[src/rtl/spi_ram_ctrl.sv]
// SPI command decoder and RAM arbiter; SPI data ops have strict priority over the local host port.
// Optional macro SPI_ADDR_AUTOINC_EN: post-increment wr_addr/rd_addr each time an SPI data op issues.
module spi_ram_ctrl #(
  parameter int MEM_DEPTH = 256,
  parameter int ADDR_SIZE = 8
) (
  input  logic                 clk,
  input  logic                 rst,
  input  logic [9:0]           rx_data,
  input  logic                 rx_valid,
  output logic [7:0]           tx_data,
  output logic                 tx_valid,
  input  logic                 host_req,
  input  logic                 host_we,
  input  logic [ADDR_SIZE-1:0] host_addr,
  input  logic [7:0]           host_wdata,
  output logic                 host_gnt,
  output logic [7:0]           host_rdata,
  output logic                 host_rvalid,
  output logic                 cmd_drop,
  output logic                 mem_en,
  output logic                 mem_we,
  output logic [ADDR_SIZE-1:0] mem_addr,
  output logic [7:0]           mem_wdata,
  input  logic [7:0]           mem_rdata
);

  typedef enum logic [2:0] {IDLE, SPI_ACC, SPI_RDW, HOST_ACC, HOST_RDW} state_t;

  localparam logic [ADDR_SIZE-1:0] LP_ADDR_MASK = ADDR_SIZE'(MEM_DEPTH - 1);

  state_t                 r_state;
  state_t                 w_state;
  state_t                 w_next;

  logic [ADDR_SIZE-1:0]   r_wr_addr;
  logic [ADDR_SIZE-1:0]   r_rd_addr;
  logic                   r_pend_vld;
  logic                   r_pend_rd;
  logic [ADDR_SIZE-1:0]   r_pend_addr;
  logic [7:0]             r_pend_data;
  logic [7:0]             r_tx_data;
  logic                   r_tx_valid;
  logic [7:0]             r_host_rdata;
  logic                   r_cmd_drop;

  logic                   w_is_data;
  logic                   w_pend_free;
  logic                   w_pend_load;
  logic                   w_mem_en;
  logic                   w_mem_we;
  logic [ADDR_SIZE-1:0]   w_mem_addr;
  logic [7:0]             w_mem_wdata;
  logic                   w_host_gnt;
  logic                   w_host_rvalid;

  // The ACC states are resolved combinationally out of IDLE, so an access issues
  // in the same cycle the arbiter sees the request; only the RDW states are registered.
  always_comb begin
    w_state       = r_state;
    w_next        = IDLE;
    w_mem_en      = 1'b0;
    w_mem_we      = 1'b0;
    w_mem_addr    = '0;
    w_mem_wdata   = '0;
    w_host_gnt    = 1'b0;
    w_host_rvalid = 1'b0;
    if (rst) begin
      w_state = IDLE;
    end else if (r_state == IDLE) begin
      if (r_pend_vld)    w_state = SPI_ACC;
      else if (host_req) w_state = HOST_ACC;
    end
    case (w_state)
      SPI_ACC: begin
        w_mem_en    = 1'b1;
        w_mem_we    = ~r_pend_rd;
        w_mem_addr  = r_pend_addr;
        w_mem_wdata = r_pend_data;
        w_next      = r_pend_rd ? SPI_RDW : IDLE;
      end
      HOST_ACC: begin
        w_mem_en    = 1'b1;
        w_mem_we    = host_we;
        w_mem_addr  = host_addr;
        w_mem_wdata = host_wdata;
        w_host_gnt  = 1'b1;
        w_next      = host_we ? IDLE : HOST_RDW;
      end
      HOST_RDW: begin
        w_host_rvalid = 1'b1;
        w_next        = IDLE;
      end
      default: w_next = IDLE;
    endcase
  end

  always_ff @(posedge clk) begin
    if (rst) r_state <= IDLE;
    else     r_state <= w_next;
  end

  // The pending slot frees in the cycle it issues, so a word arriving then is kept.
  assign w_is_data   = rx_valid & rx_data[8];
  assign w_pend_free = ~r_pend_vld | (w_state == SPI_ACC);
  assign w_pend_load = w_is_data & w_pend_free;

  always_ff @(posedge clk) begin
    if (rst) begin
      r_wr_addr    <= '0;
      r_rd_addr    <= '0;
      r_pend_vld   <= 1'b0;
      r_pend_rd    <= 1'b0;
      r_pend_addr  <= '0;
      r_pend_data  <= '0;
      r_tx_data    <= '0;
      r_tx_valid   <= 1'b0;
      r_host_rdata <= '0;
      r_cmd_drop   <= 1'b0;
    end else begin
      r_cmd_drop <= w_is_data & ~w_pend_free;
      if (w_pend_load) begin
        r_pend_vld  <= 1'b1;
        r_pend_rd   <= rx_data[9];
        r_pend_addr <= rx_data[9] ? r_rd_addr : r_wr_addr;
        r_pend_data <= rx_data[7:0];
      end else if (w_state == SPI_ACC) begin
        r_pend_vld <= 1'b0;
      end
`ifdef SPI_ADDR_AUTOINC_EN
      if (w_state == SPI_ACC) begin
        if (r_pend_rd) r_rd_addr <= (r_rd_addr + ADDR_SIZE'(1)) & LP_ADDR_MASK;
        else           r_wr_addr <= (r_wr_addr + ADDR_SIZE'(1)) & LP_ADDR_MASK;
      end
`endif
      // An explicit address command overrides a same-cycle increment.
      if (rx_valid && rx_data[9:8] == 2'b00) r_wr_addr <= rx_data[ADDR_SIZE-1:0];
      if (rx_valid && rx_data[9:8] == 2'b10) r_rd_addr <= rx_data[ADDR_SIZE-1:0];
      if (w_state == SPI_RDW) begin
        r_tx_data  <= mem_rdata;
        r_tx_valid <= 1'b1;
      end else if (rx_valid) begin
        r_tx_valid <= 1'b0;
      end
      if (w_state == HOST_RDW) r_host_rdata <= mem_rdata;
    end
  end

  assign tx_data     = r_tx_data;
  assign tx_valid    = r_tx_valid;
  assign host_gnt    = w_host_gnt;
  assign host_rvalid = w_host_rvalid;
  assign host_rdata  = (w_state == HOST_RDW) ? mem_rdata : r_host_rdata;
  assign cmd_drop    = r_cmd_drop;
  assign mem_en      = w_mem_en;
  assign mem_we      = w_mem_we;
  assign mem_addr    = w_mem_addr & LP_ADDR_MASK;
  assign mem_wdata   = w_mem_wdata;

endmodule

[config.mk]
export PLATFORM = sky130hd
export DESIGN_NAME = spi_ram_ctrl
export DESIGN_NICKNAME = d
export VERILOG_FILES = /design/src/rtl/spi_ram_ctrl.sv
export SDC_FILE = /design/constraint.sdc
export NUM_CORES = 1
export LEC_CHECK = 0
export BUFFER_PORTS_ARGS = -buffer_cell sky130_fd_sc_hd__buf_2
export CELL_PAD_IN_SITES_DETAIL_PLACEMENT = 1
export CELL_PAD_IN_SITES_GLOBAL_PLACEMENT = 1
export CORE_MARGIN = 5
export CORE_UTILIZATION = 38
export CTS_CLUSTER_SIZE = 20
export DETAILED_ROUTE_END_ITERATION = 6
export GPL_ROUTABILITY_DRIVEN = 0
export PLACE_DENSITY_LB_ADDON = 0.1
export SLEW_MARGIN = 30
export SYNTH_ARGS = -nofsm -noshare
export SYNTH_HDL_FRONTEND = slang
export SYNTH_SLANG_ARGS = --single-unit
[constraint.sdc]
create_clock -name clk -period 1.9 [get_ports clk]
set_input_delay 0.095 -clock clk [delete_from_list [all_inputs] [get_ports clk]]
set_output_delay 0.095 -clock clk [all_outputs]
set_load 0.05 [all_outputs]
; Word level (Yosys, flattened, before mapping)
; Cells that the tools add are included.
[classes]
eq_ne = 5
n_mux = 19
bitwise_logic = 7
reduce_logical = 7
[op_table]
columns = cell, count
row1 = $pmux 8 s2, 2
row2 = $mux 8, 2
row3 = $mux 3, 5
row4 = $mux 1, 7
row5 = $eq 3x2->1 const B, 2
row6 = $pmux 3 s2, 1
row7 = $reduce_bool 2->1, 2
row8 = $and 1x1->1, 3
row9 = $eq 3x1->1 const B, 1
row10 = $eq 3x3->1 const B, 1
row11 = $logic_not 3->1, 1
row12 = $not 1->1, 3
row13 = $eq 2x2->1 const B, 1
row14 = $logic_and 1x1->1, 2
row15 = $logic_not 2->1, 1
row16 = $mux 2, 1
row17 = $pmux 1 s2, 1
row18 = $reduce_or 2->1, 1
row19 = $or 1x1->1, 1
[totals]
ff_bits = 55
in_bits = 39
out_inout_bits = 38
elab_cells = 49

; Longest topological paths before layout
[logic_depth]
ltp_word = 8
ltp_mapped = 6
depth_no_buf = 3

; Worst setup path before layout
; Ideal clock, no wire load.
[synth_path]
path_type = reg-to-reg
start = register r_state[2]
end = register r_host_rdata[3]
setup_ns = 0.129
arrival_time_ns = 1.691
path_slack_ns = 0.080
stages_incl_launch_ff = 6
period_less_slack_ns = 1.820
path_cell_list = dfxtp_1 > buf_2 > nor3b_1 > buf_4 > mux2_1 > nor2b_1
[synth_between]
elab_chain_len = 6
elab_cells_between_ends = 7
[synth_lines]
columns = item, line
row1 = from (decl), 32  ; state_t r_state;
row2 = from (signal assigned), 100  ; else r_state <= w_next;
row3 = $mux 3, 72  ; else if (host_req) w_state = HOST_ACC;
row4 = $mux 3, 71  ; if (r_pend_vld) w_state = SPI_ACC;
row5 = $mux 3 *, 70  ; end else if (r_state == IDLE) begin
row6 = $mux 3 *, 68  ; if (rst) begin
row7 = $eq 3x3->1 *, -
row8 = $mux 8 *, -
row9 = via host_rdata[3], 18  ; output logic [7:0] host_rdata,
row10 = to (signal assigned), 145  ; if (w_state == HOST_RDW) r_host_rdata <= mem_rdata;
row11 = to (decl), 44  ; logic [7:0] r_host_rdata;
; The timed path passes the listed nets; every way through them passes the cells marked *.
; A chain may end at the register's enable or synchronous reset.

; Worst setup path after layout
[layout_path]
start = register r_state[1]
end = output host_rdata[6]
[layout_between]
elab_chain_len = 6
elab_cells_between_ends = 7
[layout_lines]
columns = item, line
row1 = $mux 3, 72
row2 = $mux 3, 71
row3 = $mux 3 *, 70
row4 = $mux 3 *, 68
row5 = $eq 3x3->1 *, 153  ; assign host_rdata = (w_state == HOST_RDW) ? mem_rdata : r_host_rdata;
row6 = $mux 8 *, -
row7 = to (decl), 18
; Every way passes the cells marked *; elsewhere a longest branch is shown, timed or not.

==> metrics.md <==
| Metric | Value |
|---|---|
| CP cell instances | `buf_4 > nor3b_4 > buf_4 > mux2_1 > buf_2` |
| Worst setup SP type | `register` |
| CP most frequent cell | `buf_4` |
| Syn Area/Cell | `10.48 um^2` |
| Register area share after synthesis | `0.4505` |
| # fillers | `~730` |
| Vias | `1928` |
| # rows | `29` |
| Worst hold slack | `0.03300 ns` |
| Crit path capture | `host_rdata[6]` |
| DRT iter0 DRCs | `50` |
| Vias in the first global route | `1937` |
| Final Hold Vio Count | `0` |
| Pre-CTS worst setup slack | `0.2421 ns` |
| Pin count of the biggest net entering global routing | `49` |
| Clk_lat worst skew | `0.31 ns` |
| Synth warnings | `0` |
| CTS Sinks | `54` |
| Cell taking the most area after synthesis | `dfxtp_1` |
| Total power draw | `2.218 mW` |
| Setup crit start | `r_state[1]` |
| Die X | `89.47 um` |
| Total setup buffers inserted after CTS | `0` |
| N_diodes | `0` |
| Die height | `89.47 um` |
| Final Slew Violations | `0` |
| Share of post-route cells with drive strength above 1 | `0.3766` |
| Mux cell area share after synthesis | `0.1710` |
| Synth Area in Simple Gates | `0.1575` |
| Setup Skew | `around 0.012 ns` |
| RSZ-0062 raised after global routing | `true` |
| Crit. End Element | `primary output` |
| Min cycle time layout | `roughly 1.8 ns` |
| R2R depth | `3` |
| WS Path Type | `register to primary output` |
| Buf+Inv Stages, Crit Path | `3` |
| DR DRC count | `0` |
| Placed insts | `roughly 380` |
| WL/cell | `around 16 um` |
| Clock root buffer | `clkbuf_8` |
| Arrival @ worst endpoint | `1.74 ns` |
| Layout Utilization | `0.4950` |
| Worst reg2reg path endpoint | `tx_data[7]` |
| Final period utilization | `0.9667` |
| DR vias/cell | `5.008` |
| Post-Syn Instances | `229` |
| Area occupied by multi-input gates | `1200 um^2` |
| Post-Route WL | `between 6000 and 7000 um` |
| Setup violations, final | `0` |
| IO buf count | `between 70 and 80` |
| Max rail drop VDD | `a little over 300 uV` |
| Area post-placement | `2850 um^2` |
| R2r setup slk | `0.32 ns` |
| XOR/XNOR Fraction of Synth Area | `0` |
| Initial Util | `0.3845` |
| Area grow syn2layout | `28.73%` |
| Remaining antenna violation count | `0` |
| Outcome | `completed` |
| Adder and majority gate portion of the synthesized area | `0` |
| Hold Path Class | `input port to register` |
| Initial antenna violation count | `0` |
| Clock slew at reported path FFs | `0.09 ns` |
| Final WS setup | `0.06333 ns` |
| DR pass1 iterations | `4` |
| Syn_nets | `268` |
| FMAX | `between 0.5 and 0.6 GHz` |
| Top cell type's share of synthesized area | `0.4505` |
| Critical path's slowest cell | `mux2_1` |
| Number of cells on the critical path | `5` |
| Distinct cells, synth | `30` |
| CP required | `1.80 ns` |
| Synth top area cells | `dfxtp_1 (45%), mux2i_1 (13%), a22o_1 (6.2%)` |
| Seq. cell area | `1082 um^2` |
| Total CTS buffers | `5` |
| #FFs+latches synth | `54` |
| Core Area | `6241 um^2` |
| First-pass GRT wire length | `9646 um` |
| Post-DP HPWL | `4425 um` |
| Finished Layout Cells | `385` |
| Worst slew margin | `0.3904` |
| Largest family of logic cells by synthesized area | `multiplexers` |
| Final #Nets | `346` |
| Reg2reg start | `r_state[2]` |
| Tightest Pin Transition | `0.9104 ns` |
| I/O pin total | `77` |
| CTS tree | `done` |
| Maxcap violations | `0` |
| Setup total negative slack | `0 ns` |
| Pwr dens | `roughly 700 nW/um^2` |
| Compound-gate portion of the synthesized area | `0.1595` |
| CP top delay family | `buffers and inverters` |
| H-tree levels | `2` |
| Crit Path Max Fanout | `6` |
| Area of the mapped netlist | `2400 um^2` |
| DIE AREA | `8005 um^2` |
| Post-route cell area | `approximately 3100 um^2` |
| Leak pwr | `between 1 and 1.5 nW` |
| GRT Overall Usage | `0.1570` |
| Remaining Overflow, GRT | `0` |
| Critical Path Max Stage Delay | `0.33 ns` |
| Max Buffers Root-to-Sink | `2` |
## kinds of logic (layout without fill, tap and decap cells)
family | after synthesis | after routing
buf+inv | 23 | 102
mux | 40 | 40
flops | 54 | 54
simple gates | 65 | 65
compound gates | 47 | 47
## what timing repair did
action | CTS | global route
cloned | 0 | 1
hold buffers | 1 | 0
resized for setup | 18 | 34
pin swaps | 0 | 1
endpoints found under the setup margin | 17 | 26
hold endpoints to repair | 1 | 0
## worst min-delay path, stage by stage
cell and delay [ns]:
buf_2 0.09, mux2i_1 0.06, nor2_1 0.07
## per-layer routing
| metal | global-route usage | routed length [um] |
|---|---|---|
| met1 | 0.2123 | 2959 |
| met2 | 0.2525 | 2881 |
| met3 | 0.03318 | 314 |
| met4 | 0.04465 | 84 |
| met5 | 0 | 0 |
## state kept, by name, indices dropped and copies added, names as in the netlist
name and cells:
r_pend_rd 1, tx_valid 1, tx_data 8, cmd_drop 1, r_pend_addr 8, r_pend_vld 1
r_wr_addr 8, r_rd_addr 8, r_host_rdata 8, r_state 2, r_pend_data 8
## cell usage in the layout, fill, tap and decap left out, drive strengths merged
master | Yosys | final
o21ai | 9 | 9
and2 | 2 | 2
buf | 17 | 92
nand4b | 9 | 9
dlygate4sd3 | 0 | 1
a22o | 17 | 17
clkbuf | 5 | 6
a21oi | 9 | 9
and3b | 1 | 1
nand2 | 1 | 1
nand2b | 9 | 9
a21o | 1 | 1
inv | 1 | 1
mux2i | 32 | 32
nand3b | 1 | 1
nor3b | 4 | 4
clkinv | 0 | 2
o21a | 1 | 1
nor3 | 3 | 3
nor2 | 26 | 26
dfxtp | 54 | 54
a211oi | 8 | 8
mux2 | 8 | 8
o31ai | 2 | 2
nor2b | 9 | 9
## Yosys cell counts (all sizes together)
master	instances
o31ai	2
nand2	1
nand4b	9
nand2b	9
and2	2
nor3	3
clkbuf	5
nand3b	1
nor2b	9
nor3b	4
a21oi	9
a211oi	8
a22o	17
nor2	26
inv	1
a21o	1
dfxtp	54
buf	17
o21a	1
o21ai	9
and3b	1
mux2i	32
mux2	8
## final cells by class
cell class | instances | area share
multi-input cells | 152 | 0.3884
flip-flops and latches | 54 | 0.3503
repair buffers | 93 | 0.2009
well taps | 77 | 0.03119
clock buffers | 6 | 0.02349
clock inverters | 2 | 0.004455
inverters | 1 | 0.001215
## worst min path at each step
stage | startpoint | to | depth (start not counted)
finish | mem_rdata[0] | tx_data[0] | 3
CTS | mem_rdata[0] | tx_data[0] | 3
floorplan | host_we | r_state[2] | 1
global placement | host_we | r_state[2] | 2
detailed placement | host_we | r_state[2] | 2
global route | mem_rdata[0] | tx_data[0] | 3
## power by group
part           switching, mW  internal (mW)
Combinational          0.235          0.155
Clock                  0.377          0.261
Sequential            0.0212           1.17
Power figures use the tool's default switching activity.
